`config.mk`:
```
export PLATFORM = sky130hd
export DESIGN_NAME = uart_receiver
export DESIGN_NICKNAME = d
export VERILOG_FILES = /design/src/rtl/uart_pkg.sv /design/src/rtl/uart_receiver_rx_sync.sv /design/src/rtl/uart_receiver.sv
export SDC_FILE = /design/constraint.sdc
export NUM_CORES = 1
export LEC_CHECK = 0
export BUFFER_PORTS_ARGS = -buffer_cell sky130_fd_sc_hd__buf_2
export CORE_MARGIN = 1
export CORE_UTILIZATION = 55
export DETAILED_ROUTE_END_ITERATION = 10
export MAX_ROUTING_LAYER = met4
export PLACE_DENSITY = 0.81
export SLEW_MARGIN = 20
export SYNTH_ARGS = -nofsm -noshare
export SYNTH_HDL_FRONTEND = slang
export SYNTH_SLANG_ARGS = --single-unit
```
`constraint.sdc`:
```
create_clock -name clk -period 1.6 [get_ports clk]
set_input_delay 0.32 -clock clk [delete_from_list [all_inputs] [get_ports clk]]
set_output_delay 0.32 -clock clk [all_outputs]
set_load 0.005 [all_outputs]
```
`src/rtl/uart_pkg.sv`:
```
// Shared UART definitions: line levels, frame width and FSM state encodings
// for both the receiver and the transmitter.
package uart_pkg;

  localparam int   DATA_BITS = 8;
  localparam logic LINE_IDLE = 1'b1;

  typedef enum logic [2:0] {
    RX_IDLE  = 3'd0,
    RX_START = 3'd1,
    RX_DATA  = 3'd2,
    RX_STOP  = 3'd3,
    RX_BRK   = 3'd4
  } rx_state_t;

  typedef enum logic [1:0] {
    TX_IDLE  = 2'd0,
    TX_START = 2'd1,
    TX_DATA  = 2'd2,
    TX_STOP  = 2'd3
  } tx_state_t;

endpackage

```
`src/rtl/uart_receiver_rx_sync.sv`:
```
// Two-flop synchronizer for the asynchronous serial line; resets to the idle
// level so a reset never looks like a start bit.
module rx_sync
  import uart_pkg::*;
(
  input  logic i_clk,
  input  logic i_rst_n,
  input  logic i_async,
  output logic o_sync
);

  logic r_meta;

  always_ff @(posedge i_clk) begin
    if (!i_rst_n) begin
      r_meta <= LINE_IDLE;
      o_sync <= LINE_IDLE;
    end else begin
      r_meta <= i_async;
      o_sync <= r_meta;
    end
  end

endmodule

```
`src/rtl/uart_receiver.sv`:
```
// 8N1 UART receiver: mid-bit sampling on an oversampled clock, byte held in an
// output register with a valid/ack handshake, framing-error and overrun pulses.
module uart_receiver
  import uart_pkg::*;
#(
  parameter int CLKS_PER_BIT = 16
) (
  input  logic       clk,
  input  logic       rst_n,
  input  logic       rx,
  input  logic       ack,
  output logic [7:0] data,
  output logic       valid,
  output logic       frame_err,
  output logic       overrun
);

  localparam int CW = $clog2(CLKS_PER_BIT);
  localparam logic [CW-1:0] HALF_LAST = CW'(CLKS_PER_BIT/2 - 1);
  localparam logic [CW-1:0] FULL_LAST = CW'(CLKS_PER_BIT - 1);

  generate
    if ((CLKS_PER_BIT % 2) != 0 || CLKS_PER_BIT < 4) begin : g_bad_param
      $error("uart_receiver: CLKS_PER_BIT must be even and >= 4");
    end
  endgenerate

  logic                 w_rx_s;
  rx_state_t            r_state;
  logic [CW-1:0]        r_cnt;
  logic [2:0]           r_bit_idx;
  logic [DATA_BITS-1:0] r_shift;
  logic                 r_acc_pend;

  rx_sync u_sync (
    .i_clk   (clk),
    .i_rst_n (rst_n),
    .i_async (rx),
    .o_sync  (w_rx_s)
  );

  always_ff @(posedge clk) begin
    if (!rst_n) begin
      r_state    <= RX_IDLE;
      r_cnt      <= '0;
      r_bit_idx  <= '0;
      r_shift    <= '0;
      r_acc_pend <= 1'b0;
      data       <= '0;
      valid      <= 1'b0;
      frame_err  <= 1'b0;
      overrun    <= 1'b0;
    end else begin
      frame_err  <= 1'b0;
      overrun    <= 1'b0;
      r_acc_pend <= 1'b0;

      case (r_state)
        RX_IDLE: begin
          if (w_rx_s != LINE_IDLE) begin
            r_state <= RX_START;
            r_cnt   <= '0;
          end
        end
        RX_START: begin
          // A start bit that is gone by its midpoint is treated as a glitch.
          if (r_cnt == HALF_LAST) begin
            r_cnt     <= '0;
            r_bit_idx <= '0;
            r_state   <= (w_rx_s == LINE_IDLE) ? RX_IDLE : RX_DATA;
          end else begin
            r_cnt <= r_cnt + 1'b1;
          end
        end
        RX_DATA: begin
          if (r_cnt == FULL_LAST) begin
            r_cnt              <= '0;
            r_shift[r_bit_idx] <= w_rx_s;
            r_bit_idx          <= r_bit_idx + 1'b1;
            if (r_bit_idx == 3'(DATA_BITS - 1)) r_state <= RX_STOP;
          end else begin
            r_cnt <= r_cnt + 1'b1;
          end
        end
        RX_STOP: begin
          // Returning to idle at mid-stop lets a back-to-back start edge be seen.
          if (r_cnt == FULL_LAST) begin
            r_cnt <= '0;
            if (w_rx_s == LINE_IDLE) begin
              r_acc_pend <= 1'b1;
              r_state    <= RX_IDLE;
            end else begin
              frame_err <= 1'b1;
              r_state   <= RX_BRK;
            end
          end else begin
            r_cnt <= r_cnt + 1'b1;
          end
        end
        RX_BRK: begin
          if (w_rx_s == LINE_IDLE) r_state <= RX_IDLE;
        end
        default: r_state <= RX_IDLE;
      endcase

      // An ack in the same cycle frees the holding register for the new byte.
      if (r_acc_pend) begin
        if (!valid || ack) begin
          data  <= r_shift;
          valid <= 1'b1;
        end else begin
          overrun <= 1'b1;
        end
      end else if (ack) begin
        valid <= 1'b0;
      end
    end
  end

endmodule

```
==> flow_metrics.env <==
export IMPL_ant_nets=0
export IMPL_tritoncts="done"
export IMPL_crit_slowest_cell="or3b_4"
export IMPL_antenna_cells=0
export IMPL_relSlewSlack_pct=69.2
export IMPL_fin_nets=183
export IMPL_timing_final_hold_violations=0
export IMPL_fp_row_count=18
export IMPL_power_density_nw_per_um2=771
export IMPL_cts_buffers=5
export IMPL_finalCritPeriodShare_pct=94.7
export IMPL_dr_pass1_iters=4
export IMPL_worst_slew_pin_slew_ns=0.461
export IMPL_r2r_cells=4
export IMPL_netlist_cell_type_count=39
export IMPL_vias_per_cell=5.48
export IMPL_ys_seq_area_share_pct=42.3
export IMPL_max_stage_delay_ns=0.43
export IMPL_portBuffers=14
export IMPL_cp_start_kind="flip-flop"
export IMPL_syn_area_per_cell_um2=9.96
export IMPL_critical_path_arrival_ns=1.75
export IMPL_cp_top_family="simple AND/OR/NAND/NOR gates"
export IMPL_critPathKind="flip-flop to flip-flop"
export IMPL_path_clk_slew_ns=0.10
export IMPL_outcome="completed"
export IMPL_drt_iter0_markers=21
export IMPL_cts_setup_buffers=0
export IMPL_wl_per_cell_um=13.8
export IMPL_syn_nets=159
export IMPL_core_um2=2540
export IMPL_fmax_mhz=660
export IMPL_cp_max_fo=5
export IMPL_place_ws_ns=0.0304
export IMPL_post_dp_cell_area_um2=1650
export IMPL_wl_um=2860
export IMPL_postLayoutCellArea_um2=1750
export IMPL_hold_path_class="primary input to flip-flop"
export IMPL_seq_area_um2=642
export IMPL_drive_gt1_share_pct=27.7
export IMPL_path_cells="or3b_4, nor3_1, mux2i_1, nor2b_1"
export IMPL_setup_viol=0
export IMPL_gr_usage_all_layers_pct=22.2
export IMPL_ios=15
export IMPL_htreeDepth=2
export IMPL_synthCells=152
export IMPL_ys_flop_type="dfxtp_1"
export IMPL_cts_root_buf="clkbuf_4"
export IMPL_multi_input_area_um2=821
export IMPL_maxCapViolations=0
export IMPL_whs_path_depth=2
export IMPL_drc_errors=0
export IMPL_syn_area_um2=1510
export IMPL_fp_dieH_um=54.5
export IMPL_place_congestion=0.930
export IMPL_cts_sinks=32
export IMPL_vias=1135
export IMPL_grt_pass1_vias=998
export IMPL_yosysTopAreaCell="dfxtp_1"
export IMPL_grt_pass1_wl_um=4430
export IMPL_async_reset_ff_share_pct=0
export IMPL_slew_viol_final=0
export IMPL_die_area_um2=2970
export IMPL_cp_depth=4
export IMPL_initial_core_util_pct=59.5
export IMPL_fp_dieW_um=54.5
export IMPL_yosysMostFrequentCell="dfxtp_1"
export IMPL_critPathBufInv=0
export IMPL_grt_ovfl_total=0
export IMPL_fin_skew_ns=0.00809
export IMPL_period_needed_ns=1.52
export IMPL_synth_top_cell_area_share_pct=42.3
export IMPL_insertion_delay_ns=0.34
export IMPL_critPathRequiredTime_ns=1.83
export IMPL_fillers=206
export IMPL_setup_ws_ns=0.0846
export IMPL_ir_drop_mv=0.912
export IMPL_synth_edf_count=0
export IMPL_end_kind="flip-flop"
export IMPL_leakagePower_nw=0.721
export IMPL_grt_max_degree=32
export IMPL_antenna_found_initial=0
export IMPL_syn_to_final_growth_pct=15.3
export IMPL_synthTopCellsByArea="dfxtp_1 42%, mux2i_1 12%, nor2b_1 7.9%, nand2b_1 2.9%, ha_1 2.5%"
export IMPL_p_total_mw=1.35
export IMPL_synthTopCellsByCount="32 x dfxtp_1, 19 x nor2b_1, 18 x mux2i_1"
export IMPL_ys_seq_elements=32
export IMPL_clk_path_buf_depth=2
export IMPL_hpwl_um=2020
export IMPL_synth_warnings=0
-- through the flow --
stage                     hold WS (ns)  instances  setup TNS [ns]  utilization (%)
after floorplan                  0.386        152               0                -
after global placement           0.394        199               0             64.9
final                            0.165        207               0             68.6
after detailed placement         0.392        199               0             64.9
after global routing             0.156        207        -0.00806             68.6
after CTS                        0.155        207               0             67.4
-- cell usage in the layout (no fill, tap or decap), types with 4 or more instances in the layout --
master and count:
inv_1 4, buf_4 13, nor2_1 8, nand2_1 6
buf_2 14, mux2i_1 18, nand4_1 6, nor2b_1 19
nor3b_2 4, clkbuf_4 5, dfxtp_1 31, nand2b_1 7
-- layout make-up --
type                       count  share of cell area [%]
timing repair buffer          27                    9.61
clock buffer                   7                    3.15
sequential                    32                    36.8
tap                           30                    2.15
clock inverter                 1                   0.430
inverter                       4                   0.860
multi-input combinational    106                    47.0
-- where the power goes --
group	total, mW	switching, mW	internal (mW)
Sequential	0.805	0.00527	0.800
Clock	0.499	0.284	0.215
Combinational	0.0414	0.0192	0.0222
Total	1.35	0.309	1.04
-- routing by layer --
metal  vias to the layer above  part of all wire [%]  wire length [um]  GRT usage, %
met5                         -                     0                 0             -
li1                        573                     -                 -             -
met4                         0                   1.7                49          8.12
met2                        20                    47              1340          33.3
met3                         5                   3.4                98          7.50
met1                       537                    48              1380          27.6
-- repair_timing --
action,4_1_cts,5_1_grt
setup endpoints to repair,0,9
gates resized for setup,0,7
hold buffers,0,0
endpoints found under the hold margin,0,0
-- flip-flops by register name (all words and copies together), names as in the netlist, 3 cells and up --
| register | flops |
|---|---|
| r_shift | 8 |
| r_bit_idx | 3 |
| r_state | 3 |
| r_cnt | 4 |
| data | 8 |
-- logic make-up after synthesis --
kind of cell	after synthesis	synth area share [%]
flops	32	42.3
compound gates	15	7.77
xor+xnor	1	0.579
fa+ha+maj	3	2.48
simple gates	69	29.5
buf+inv	14	5.45
mux	18	11.9
-- path summary, 6_finish.rpt --
check,startpoint,endpoint,slack (ns)
worst max-delay path,r_state[1],r_shift[6],0.08
worst min-delay path,rx,u_sync.r_meta,0.17
worst max register to register,r_state[1],r_shift[6],0.08
worst min register to register,u_sync.r_meta,u_sync.o_sync,0.41
Note: power is estimated with default switching activity, not from simulation.
